<file path="src/rtl/mem_port_arbiter_pkg.sv">
// Shared types for the instruction/data memory port arbiter: FSM states,
// requester ownership and the latched request-bus payload.
package mem_port_arbiter_pkg;

  localparam int unsigned ADDR_W     = 32;
  localparam int unsigned DATA_W     = 32;
  localparam int unsigned WEN_W      = 4;
  localparam int unsigned CNT_W      = 4;
  localparam int unsigned MEM_BUS_WD = 1 + WEN_W + ADDR_W + DATA_W;

  typedef enum logic [1:0] {
    IDLE = 2'd0,
    ADDR = 2'd1,
    WAIT = 2'd2,
    RESP = 2'd3
  } arb_state_e;

  typedef enum logic {
    INST = 1'b0,
    DATA = 1'b1
  } owner_e;

  typedef struct packed {
    logic              req;
    logic [WEN_W-1:0]  wen;
    logic [ADDR_W-1:0] addr;
    logic [DATA_W-1:0] wdata;
  } mem_bus_req_t;

endpackage

</file>
<file path="src/rtl/mem_grant_sel.sv">
// Priority select between the two requesters: data wins unless inst has
// waited through STARVE_LIMIT consecutive data grants.
module mem_grant_sel
  import mem_port_arbiter_pkg::*;
#(
  parameter int unsigned STARVE_LIMIT = 4
) (
  input  logic   clk,
  input  logic   rst,
  input  logic   arb_en_i,
  input  logic   inst_req_i,
  input  logic   data_req_i,
  output logic   grant_vld_c_o,
  output owner_e grant_own_c_o
);

  localparam logic [CNT_W-1:0] LIMIT = CNT_W'(STARVE_LIMIT);

  logic [CNT_W-1:0] starve_cnt_q;
  logic [CNT_W-1:0] starve_cnt_d;
  logic             inst_starved;

  always_ff @(posedge clk or negedge rst) begin
    if (!rst) begin
      starve_cnt_q <= '0;
    end else begin
      starve_cnt_q <= starve_cnt_d;
    end
  end

  always_comb begin
    grant_vld_c_o = 1'b0;
    grant_own_c_o = INST;
    starve_cnt_d  = starve_cnt_q;
    inst_starved  = inst_req_i && (starve_cnt_q == LIMIT);
    if (arb_en_i) begin
      if (data_req_i && !inst_starved) begin
        grant_vld_c_o = 1'b1;
        grant_own_c_o = DATA;
        // Only data grants that make inst wait count toward starvation.
        if (inst_req_i && (starve_cnt_q < LIMIT)) begin
          starve_cnt_d = starve_cnt_q + CNT_W'(1);
        end
      end else if (inst_req_i) begin
        grant_vld_c_o = 1'b1;
        grant_own_c_o = INST;
        starve_cnt_d  = '0;
      end
    end
  end

endmodule

</file>
<file path="src/rtl/mem_port_arbiter.sv">
// Shares one single-port memory bus between instruction fetch and load/store,
// running one addr_ok/data_ok transaction at a time and acking the owner.
module mem_port_arbiter
  import mem_port_arbiter_pkg::*;
#(
  parameter int unsigned STARVE_LIMIT = 4
) (
  input  logic              clk,
  input  logic              rst,
  input  logic              inst_req,
  input  logic [ADDR_W-1:0] inst_addr,
  output logic              inst_ack,
  output logic [DATA_W-1:0] inst_rdata,
  input  logic              data_req,
  input  logic [WEN_W-1:0]  data_wen,
  input  logic [ADDR_W-1:0] data_addr,
  input  logic [DATA_W-1:0] data_wdata,
  output logic              data_ack,
  output logic [DATA_W-1:0] data_rdata,
  output logic              mem_req,
  output logic [WEN_W-1:0]  mem_wen,
  output logic [ADDR_W-1:0] mem_addr,
  output logic [DATA_W-1:0] mem_wdata,
  input  logic              mem_addr_ok,
  input  logic              mem_data_ok,
  input  logic [DATA_W-1:0] mem_rdata,
  output logic              stall_for_mem
);

  arb_state_e        state_q, state_d;
  owner_e            owner_q, owner_d;
  mem_bus_req_t      bus_q, bus_d;
  logic [DATA_W-1:0] inst_rdata_q, inst_rdata_d;
  logic [DATA_W-1:0] data_rdata_q, data_rdata_d;
  logic              inst_ack_q, inst_ack_d;
  logic              data_ack_q, data_ack_d;
  logic              grant_vld_c;
  owner_e            grant_own_c;

  mem_grant_sel #(
    .STARVE_LIMIT (STARVE_LIMIT)
  ) u_grant_sel (
    .clk           (clk),
    .rst           (rst),
    .arb_en_i      (state_q == IDLE),
    .inst_req_i    (inst_req),
    .data_req_i    (data_req),
    .grant_vld_c_o (grant_vld_c),
    .grant_own_c_o (grant_own_c)
  );

  always_ff @(posedge clk or negedge rst) begin
    if (!rst) begin
      state_q      <= IDLE;
      owner_q      <= INST;
      bus_q        <= '0;
      inst_rdata_q <= '0;
      data_rdata_q <= '0;
      inst_ack_q   <= 1'b0;
      data_ack_q   <= 1'b0;
    end else begin
      state_q      <= state_d;
      owner_q      <= owner_d;
      bus_q        <= bus_d;
      inst_rdata_q <= inst_rdata_d;
      data_rdata_q <= data_rdata_d;
      inst_ack_q   <= inst_ack_d;
      data_ack_q   <= data_ack_d;
    end
  end

  always_comb begin
    state_d      = state_q;
    owner_d      = owner_q;
    bus_d        = bus_q;
    inst_rdata_d = inst_rdata_q;
    data_rdata_d = data_rdata_q;
    inst_ack_d   = 1'b0;
    data_ack_d   = 1'b0;
    case (state_q)
      IDLE: begin
        if (grant_vld_c) begin
          owner_d = grant_own_c;
          state_d = ADDR;
          if (grant_own_c == DATA) begin
            bus_d = '{req: 1'b1, wen: data_wen, addr: data_addr, wdata: data_wdata};
          end else begin
            bus_d = '{req: 1'b1, wen: '0, addr: inst_addr, wdata: '0};
          end
        end
      end
      ADDR: begin
        if (mem_addr_ok) begin
          bus_d.req = 1'b0;
          state_d   = WAIT;
        end
      end
      WAIT: begin
        // The ack is registered here so it lands exactly in RESP.
        if (mem_data_ok) begin
          state_d = RESP;
          if (owner_q == DATA) begin
            data_ack_d = 1'b1;
            if (bus_q.wen == '0) begin
              data_rdata_d = mem_rdata;
            end
          end else begin
            inst_ack_d   = 1'b1;
            inst_rdata_d = mem_rdata;
          end
        end
      end
      RESP: begin
        state_d = IDLE;
      end
      default: begin
        state_d = IDLE;
      end
    endcase
  end

  assign mem_req    = bus_q.req;
  assign mem_wen    = bus_q.wen;
  assign mem_addr   = bus_q.addr;
  assign mem_wdata  = bus_q.wdata;
  assign inst_ack   = inst_ack_q;
  assign data_ack   = data_ack_q;
  assign inst_rdata = inst_rdata_q;
  assign data_rdata = data_rdata_q;

  assign stall_for_mem = (inst_req & ~inst_ack) | (data_req & ~data_ack);

endmodule

</file>
<file path="config.mk">
export PLATFORM = sky130hd
export DESIGN_NAME = mem_port_arbiter
export DESIGN_NICKNAME = d
export VERILOG_FILES = /design/src/rtl/mem_port_arbiter_pkg.sv /design/src/rtl/mem_grant_sel.sv /design/src/rtl/mem_port_arbiter.sv
export SDC_FILE = /design/constraint.sdc
export NUM_CORES = 1
export LEC_CHECK = 0
export BUFFER_PORTS_ARGS = -buffer_cell sky130_fd_sc_hd__buf_4
export CAP_MARGIN = 20
export CORE_AREA = 2 2 121 123
export DETAILED_ROUTE_END_ITERATION = 7
export DIE_AREA = 0 0 123 125
export GPL_TIMING_DRIVEN = 0
export HOLD_SLACK_MARGIN = 0.1
export PLACE_DENSITY = 0.84
export SLEW_MARGIN = 20
export SYNTH_ARGS = -nofsm -noshare
export SYNTH_HDL_FRONTEND = slang
export SYNTH_SLANG_ARGS = --single-unit
</file>
<file path="constraint.sdc">
create_clock -name clk -period 1.6 [get_ports clk]
set_clock_uncertainty 0.15 [all_clocks]
set_input_delay 0.32 -clock clk [delete_from_list [all_inputs] [get_ports clk]]
set_output_delay 0.32 -clock clk [all_outputs]
set_load 0.02 [all_outputs]
</file>
==> results of run 1 <==
[critical path: cells and delay by family, from the launching register on]
family	cells	cell delay (ps)
buf+inv	3	390
flops	1	380
compound gates	2	480
fa+ha+maj	1	160
simple gates	1	250
[kinds of logic (layout without fill, tap and decap cells)]
group / Yosys count / in the layout / synth area share [%]
buffers and inverters: 42 / 516 / 4.52
adders and majority gates: 6 / 6 / 1.29
muxes: 67 / 67 / 14.8
and+or+nand+nor: 50 / 51 / 4.22
AOI/OAI and AO/OA: 109 / 109 / 14.2
DFF: 142 / 142 / 60.9
[per-layer routing]
| layer | track usage, % | part of all wire (%) |
|---|---|---|
| met2 | 53.1 | 51 |
| met1 | 33.0 | 35 |
| met5 | 0 | 0 |
| met4 | 19.5 | 6.2 |
| met3 | 10.6 | 7.5 |
[what timing repair did]
item,4_1_cts,5_1_grt
cloned,9,5
hold buffers,132,0
hold endpoints to repair,200,0
gates resized for setup,112,106
pin swaps,6,10
setup endpoints to repair,135,142
setup buffers,19,11
[worst min-delay path by stage]
stage | to | cells after the start
after global placement | inst_rdata[3] | 1
after global routing | data_ack | 2
after CTS | data_ack | 2
after detailed placement | data_rdata[8] | 1
after floorplan | data_ack | 0
final | mem_addr[7] | 3
[registers in the layout (all words and copies together) (netlist names)]
signal / cells
data_rdata: 32
inst_rdata: 32
mem_addr: 32
mem_wdata: 32
mem_wen: 4
u_grant_sel.starve_cnt_q: 4
state_q: 2
data_ack: 1
inst_ack: 1
mem_req: 1
owner_q: 1
[cell type report]
class                           count  area, µm²  share of cell area, %
Tap cell                          184        230                   1.98
Multi-Input combinational cell    233       2930                   25.1
Sequential cell                   142       3560                   30.5
Buffer                             31        392                   3.36
Timing Repair Buffer              443       3900                   33.5
Inverter                           10       37.5                  0.322
Clock buffer                       21        470                   4.04
Clock inverter                     11        139                   1.19
[power breakdown]
group	internal [mW]	switching, mW
registers	5.30	1.52
clock network	2.57	1.57
logic	6.29	6.28
[per-stage QoR]
| stage | hold WS (ps) | util (%) | total power [mW] | setup TNS, ps |
|---|---|---|---|---|
| after floorplan | -126 | - | 11.4 | -872 |
| after global placement | 342 | 57.4 | 14.9 | -74600 |
| after detailed placement | 156 | 57.6 | 15.2 | -22910 |
| after CTS | 81.4 | 77.1 | 21.0 | -9410 |
| after global routing | 114 | 82.1 | 24.3 | -30360 |
| final | 126 | 82.1 | 23.5 | -26250 |
[cell usage in the layout, fill, tap and decap left out, types with 2 or more instances in the layout]
cell           Yosys  final
a21oi_1           33     11
a21oi_2            0     22
a22o_1            38     38
buf_12             0      9
buf_16             0      3
buf_2             13      3
buf_4              2    285
buf_6             11     25
buf_8              0      9
bufinv_16          0      3
clkbuf_16          0     22
clkbuf_2           0      3
clkbuf_8           0      3
clkinv_2           0      5
clkinvlp_4         0      2
dfrtp_1          142    139
dfrtp_2            0      3
dlygate4sd3_1      0    132
ha_1               6      3
ha_4               0      3
inv_1             10      6
inv_2              0      4
mux2_2            36      3
mux2_4            30     63
nand2_1            4      3
nand2_8            0      2
nand3b_1           2      2
nor2_1            33     24
nor2_2             0      9
o32ai_2            0      5
o32ai_4            0     27
==> results summary, run 1 <==
The post-detailed-placement half-perimeter wirelength came out at approximately 12 mm. The cell count of the worst reg-to-reg path came out at 7. After the last flow step, the layout net total stands at between 1,000 and 1,500. The detailed-route DRC error count is 0. The static leakage power came out at 5.61 nW.

Clock latency on the worst-skew pair, taken at its later pin, is between 400 and 500 ps. The post-route fraction of the period consumed by the critical path is 122%. The die footprint came out at 15,400 µm². The post-layout instance area is around 12,000 µm². The final weighted congestion in routability-driven placement came out at just under 0.8. The finished layout holds 1,075 standard cells, fillers aside. The average size of a mapped cell is between 10 and 15 µm². The checks that failed: negative setup slack. The count of final max-slew check failures was 0. For this design the top-level I/O count stands at around 270. The async set or reset register ratio after synthesis came out at 100%. The worst setup path is launched from a flip-flop. For this run, the number of Yosys warnings is 0. The setup slack after layout came out at -353 ps.

Along the worst path, the maximum fanout reaches 5. The number of buffers created by CTS came out at 17. The highest clock rate is 512 MHz. The row count came out at between 40 and 50. The worst setup path is captured at a flip-flop.

The number of vias per cell came out at around 5.5. The global-route wire length before repair is 36.4 mm. The number of enable flip-flop cells after synthesis is 0.

The final routed wire length divided by cell count is between 20 and 30 µm. In this run the worst setup path begins at u_grant_sel.starve_cnt_q[0]. The power density over the cells came out at ~2000 nW/µm². The H-tree was split into 4 levels. TritonCTS built the clock tree. In this run the horizontal extent of the chip is 123 µm. The minimum period implied by the final worst setup slack came out at between 1500 and 2000 ps.

The initial antenna violation count is 1. The violation count after the first detailed-routing iteration came out at about 440. By area the synthesized netlist is led by dfrtp_1 (61%), mux2_4 (7.7%), mux2_2 (6.9%). The number of fill cells in the layout came out at 666. The setup slack of the most critical reg-to-reg path came out at -350 ps. Measured against its own limit, the worst slew margin works out to approximately 65%.

The via count of the first global-routing pass came out at roughly 6,700. The share of the synthesized area in the top cell type is 60.9%. Data arrives at the worst endpoint at 2080 ps. In this run the critical register-to-register path is captured at mem_addr[13].

The post-place instance area came out at approximately 8200 µm². The post-synthesis cell count is ~420. The actual slew at the worst max-slew pin is around 530 ps. Detailed routing inserted a total of around 5,900 vias. The worst-case vdd ir drop is ~0.0011 V. dfrtp_1 is the most common cell in the netlist.

Prior to clock tree synthesis, the placed netlist has a worst setup slack of -269 ps. The required time at the endpoint of the critical path came out at between 1500 and 2000 ps. Sorting the synthesized cells by how often they occur yields dfrtp_1 (142), a22o_1 (38), mux2_2 (36), a21oi_1 (33), nor2_1 (33).

Traced cell by cell, the critical path runs through inv_2 -> ha_4 -> and4b_2 -> buf_12 -> buf_8 -> o32ai_4 -> a21oi_2. Setup violations remaining at the end of the flow were counted as 142. The number of antenna-violating nets in the routed design is 0.

The first detailed-routing pass took 5 iterations. The run finished, with violations left. For this run, the leading register cell type out of synthesis is dfrtp_1.

The number of cells after detailed placement is ~870. The sequential share of the synthesized area is between 60% and 70%. CTS placed an instance of clkbuf_16 at the clock tree root. The global router's overall resource usage came out at a little under a third.

The number of sinks handled by clock tree synthesis came out at 142. The delay of the slowest cell on the worst path came out at 380 ps. For this run the aggregate overflow at the end of global routing stands at 0. The startpoint of the tightest hold check path is data_addr[7].

The longest clock path from root to sink contains 2 buffers. The final hold violation count is 0. In this run the cell area of the synthesized design comes to 5830 µm². The layout overhead on the synthesized area is 99.8%.

The fraction of final layout cells sized beyond drive strength 1 came out at a little under 60%. The count of buffers added on input and output ports is 271. The area inside the core boundary came out at 14,200 µm². The antenna diode count came out at 0. The most critical setup path has its endpoint at mem_addr[13]. The synthesized design spends more area on one cell type than any other, namely dfrtp_1.

The worst setup path is of the flip-flop to flip-flop kind. The synthesized net count is 560. Setup repair after global routing could not meet its margin everywhere. Entering global routing, the biggest net connects between 70 and 80 pins. The launch instance of the worst register-to-register path is u_grant_sel.starve_cnt_q[0]. The die is 125 µm tall. The number of max-cap violations is 0. The post-CTS clock slew at the launch and capture registers of the worst setup and hold paths is ~70 ps. The routed design has roughly 27 mm of wire. The synthesized netlist contains 32 unique library cells.

The total of flip-flops plus latches after synthesis came out at between 100 and 150. The worst min-delay path category is input port to flip-flop. Once the floorplan was initialized, standard cells occupied between 40% and 50% of the core. The critical path's slowest cell is dfrtp_1.
Note: power is estimated with default switching activity, not from simulation.
==> run 2: changes to the inputs <==
--- a/config.mk
+++ b/config.mk
@@ -6,7 +6,6 @@
 export NUM_CORES = 1
 export LEC_CHECK = 0
 export BUFFER_PORTS_ARGS = -buffer_cell sky130_fd_sc_hd__buf_4
-export CAP_MARGIN = 20
 export CORE_AREA = 2 2 121 123
 export DETAILED_ROUTE_END_ITERATION = 7
 export DIE_AREA = 0 0 123 125
==> constraint.sdc (replaced) <==
create_clock -name clk -period 1.6 [get_ports clk]
set_clock_uncertainty 0.15 [all_clocks]
set_input_delay 0.08 -clock clk [delete_from_list [all_inputs] [get_ports clk]]
set_output_delay 0.08 -clock clk [all_outputs]
set_load 0.02 [all_outputs]
==> results summary, run 2 (same netlist as run 1, synthesis figures left out) <==
Following the worst setup path forward leads to its endpoint at mem_addr[31]. The worst hold slack is around 42 ps. The number of levels the H-tree was split into came out at 4. Setup repair after global routing could not meet its margin everywhere. In this run the count of I/O pins placed on the die edge is about 270. The clock network latency to the later pin of the worst-skew pair came out at 420 ps. Data on the critical path arrives at its endpoint at around 2400 ps.

The vertical die dimension is 125 µm. TritonCTS built the clock tree. The violation count after the first detailed-routing iteration is between 300 and 400. The worst setup path is of the flip-flop to flip-flop kind.

The capturing element type of the critical path is a flip-flop. The startpoint of the worst setup timing path is u_grant_sel.starve_cnt_q[1]. The layout overhead on the synthesized area is 95.8%.

In this run the static leakage power is 5.54 nW. The critical path's slowest cell is a21oi_1. The number of antenna-violating nets in the routed design is 0. In the layout the commonest cells are buf_4 (288), dfrtp_1 (141), dlygate4sd3_1 (138), mux2_4 (57), a22o_1 (38). The number of buffers created by CTS is 17. The worst register-to-register path ends at mem_addr[31]. VDD sags by at most ~0.0011 V. The count of final max-slew check failures came out at 0. The number of sinks handled by clock tree synthesis is roughly 140. Power spread over the standard cell area amounts to 2000 nW/µm². The initial cell density of the core came out at slightly above 40%. The post-route fraction of the period consumed by the critical path is 143%. The post-CTS clock slew at the launch and capture registers of the worst setup and hold paths is roughly 60 ps.

The tool flagged a number of max-cap violations equal to 0. At the end of the flow, the number of nets in the layout was 1,026. The quantity of I/O buffers inserted on ports came out at 271. The post-place instance area is ~8200 µm².

The cell class contributing the biggest share of worst-path delay is compound AO/OA/AOI/OAI gates. The setup slack of the most critical reg-to-reg path came out at -680 ps. The area inside the core boundary came out at roughly 14,000 µm². In this run the critical register-to-register path is launched from u_grant_sel.starve_cnt_q[1]. The setup slack after layout came out at -684 ps.

The maximum number of pins on one net before global-route repair came out at 76. The number of optimization iterations in the first detailed-route pass came out at 5. The path class of the tightest hold or removal check is input port to async pin. The fraction of final layout cells sized beyond drive strength 1 is roughly 56%. The final routed wire length divided by cell count is about 25 µm. The run finished, with violations left. The number of fill cells in the layout came out at 718. The die covers roughly 15,000 µm².

The checks that failed: negative setup slack. The root buffer cell chosen for the clock tree is clkbuf_16. The total routed wirelength came out at about 27 mm.

The global router's overall resource usage is approximately a third. The required time at the endpoint of the critical path came out at ~1700 ps. Counting both buffers and inverters, the worst setup path holds a total of 3. In this run the number of cells on the critical path is 7. The number of vias per cell is 5.56. The detailed-route DRC error count came out at 0. The delay of the slowest cell on the worst path is 430 ps.

The count of vias placed by the detailed router is around 6,000. The post-layout instance area is between 10,000 and 15,000 µm². The most frequent standard cell in the layout excluding fill and tap cells is buf_4. The die extent in x came out at roughly 120 µm.

The setup violation total in the final timing report is ~140. The row count came out at 44. The number of buffers on the longest clock path came out at 2.

The sum of overflow across all layers after global routing is 0. In this run the worst path has a maximum fanout of 9. Routability-driven placement finished with a final weighted congestion of roughly 0.8.

The actual slew at the worst max-slew pin is about 520 ps. The wire-length estimate of the detail-placed layout is 12.1 mm. The final hold violation count came to 0.

The via count of the first global-routing pass came out at approximately 6,700. The initial antenna violation count came out at 2. The first global-routing pass estimated around 37 mm of wire. Based on the critical path, the design can be clocked at up to 438 MHz. STA classifies the critical path startpoint as a flip-flop. Traced cell by cell, the critical path runs through inv_2 -> ha_4 -> and4b_1 -> buf_12 -> buf_6 -> o32ai_2 -> a21oi_1. After layout, the minimum clock period comes to 2280 ps.

The final total power is roughly 23 mW. The headroom to the max-slew limit came out at about 65%. The number of cells on the worst reg-to-reg path is 7.
-- run 2: report_power, final --
part           total, mW  internal, mW  switching (mW)
Sequential          6.79          5.29            1.50
Clock               4.13          2.57            1.56
Combinational       11.9          5.98            5.96
Total               22.9          13.8            9.02
-- run 2: how the worst min path moves through the flow --
| stage | from | endpoint | slack [ps] | cells past startpoint |
|---|---|---|---|---|
| after CTS | rst | data_rdata[8] | 70 | 2 |
| after floorplan | rst | data_ack | -370 | 0 |
| final | rst | inst_rdata[4] | 40 | 2 |
| after global routing | rst | inst_rdata[4] | 80 | 2 |
| after global placement | data_wdata[17] | mem_wdata[17] | 150 | 2 |
| after detailed placement | rst | data_rdata[8] | -80 | 1 |
-- run 2: cell type report --
type / instances / area [µm²] / area share (%)
sequential: 142 / 3550 / 31.1
inverter: 10 / 37.5 / 0.329
tap: 184 / 230 / 2.02
clock inverter: 11 / 139 / 1.22
multi-input combinational: 233 / 2720 / 23.8
antenna: 1 / 2.50 / 0.0219
clock buffer: 21 / 470 / 4.12
buffer: 31 / 377 / 3.30
timing repair buffer: 447 / 3890 / 34.0
-- run 2: routing by layer --
layer	up-vias	GRT usage [%]	routed length, µm
li1	2482	-	-
met2	437	55.0	13500
met4	4	18.3	1650
met1	2953	34.0	9030
met5	-	0	62
met3	133	10.4	2440
-- run 2: repair_timing --
action,CTS,global route
endpoints found under the setup margin,134,140
hold buffers,137,1
pin swaps,6,9
gates resized for setup,112,59
hold endpoints to repair,282,6
cloned,9,3
setup buffers,18,11
-- run 2: through the flow --
step	setup TNS, ps	instances	worst slack, ps	util [%]
2_1_floorplan	-872	416	-46.4	-
4_1_cts	-9410	1067	-136	77.4
5_1_grt	-35200	1080	-750	80.4
3_3_place_gp	-40520	871	-326	57.4
3_5_place_dp	-22910	872	-269	57.6
6_report	-29810	1080	-684	80.4
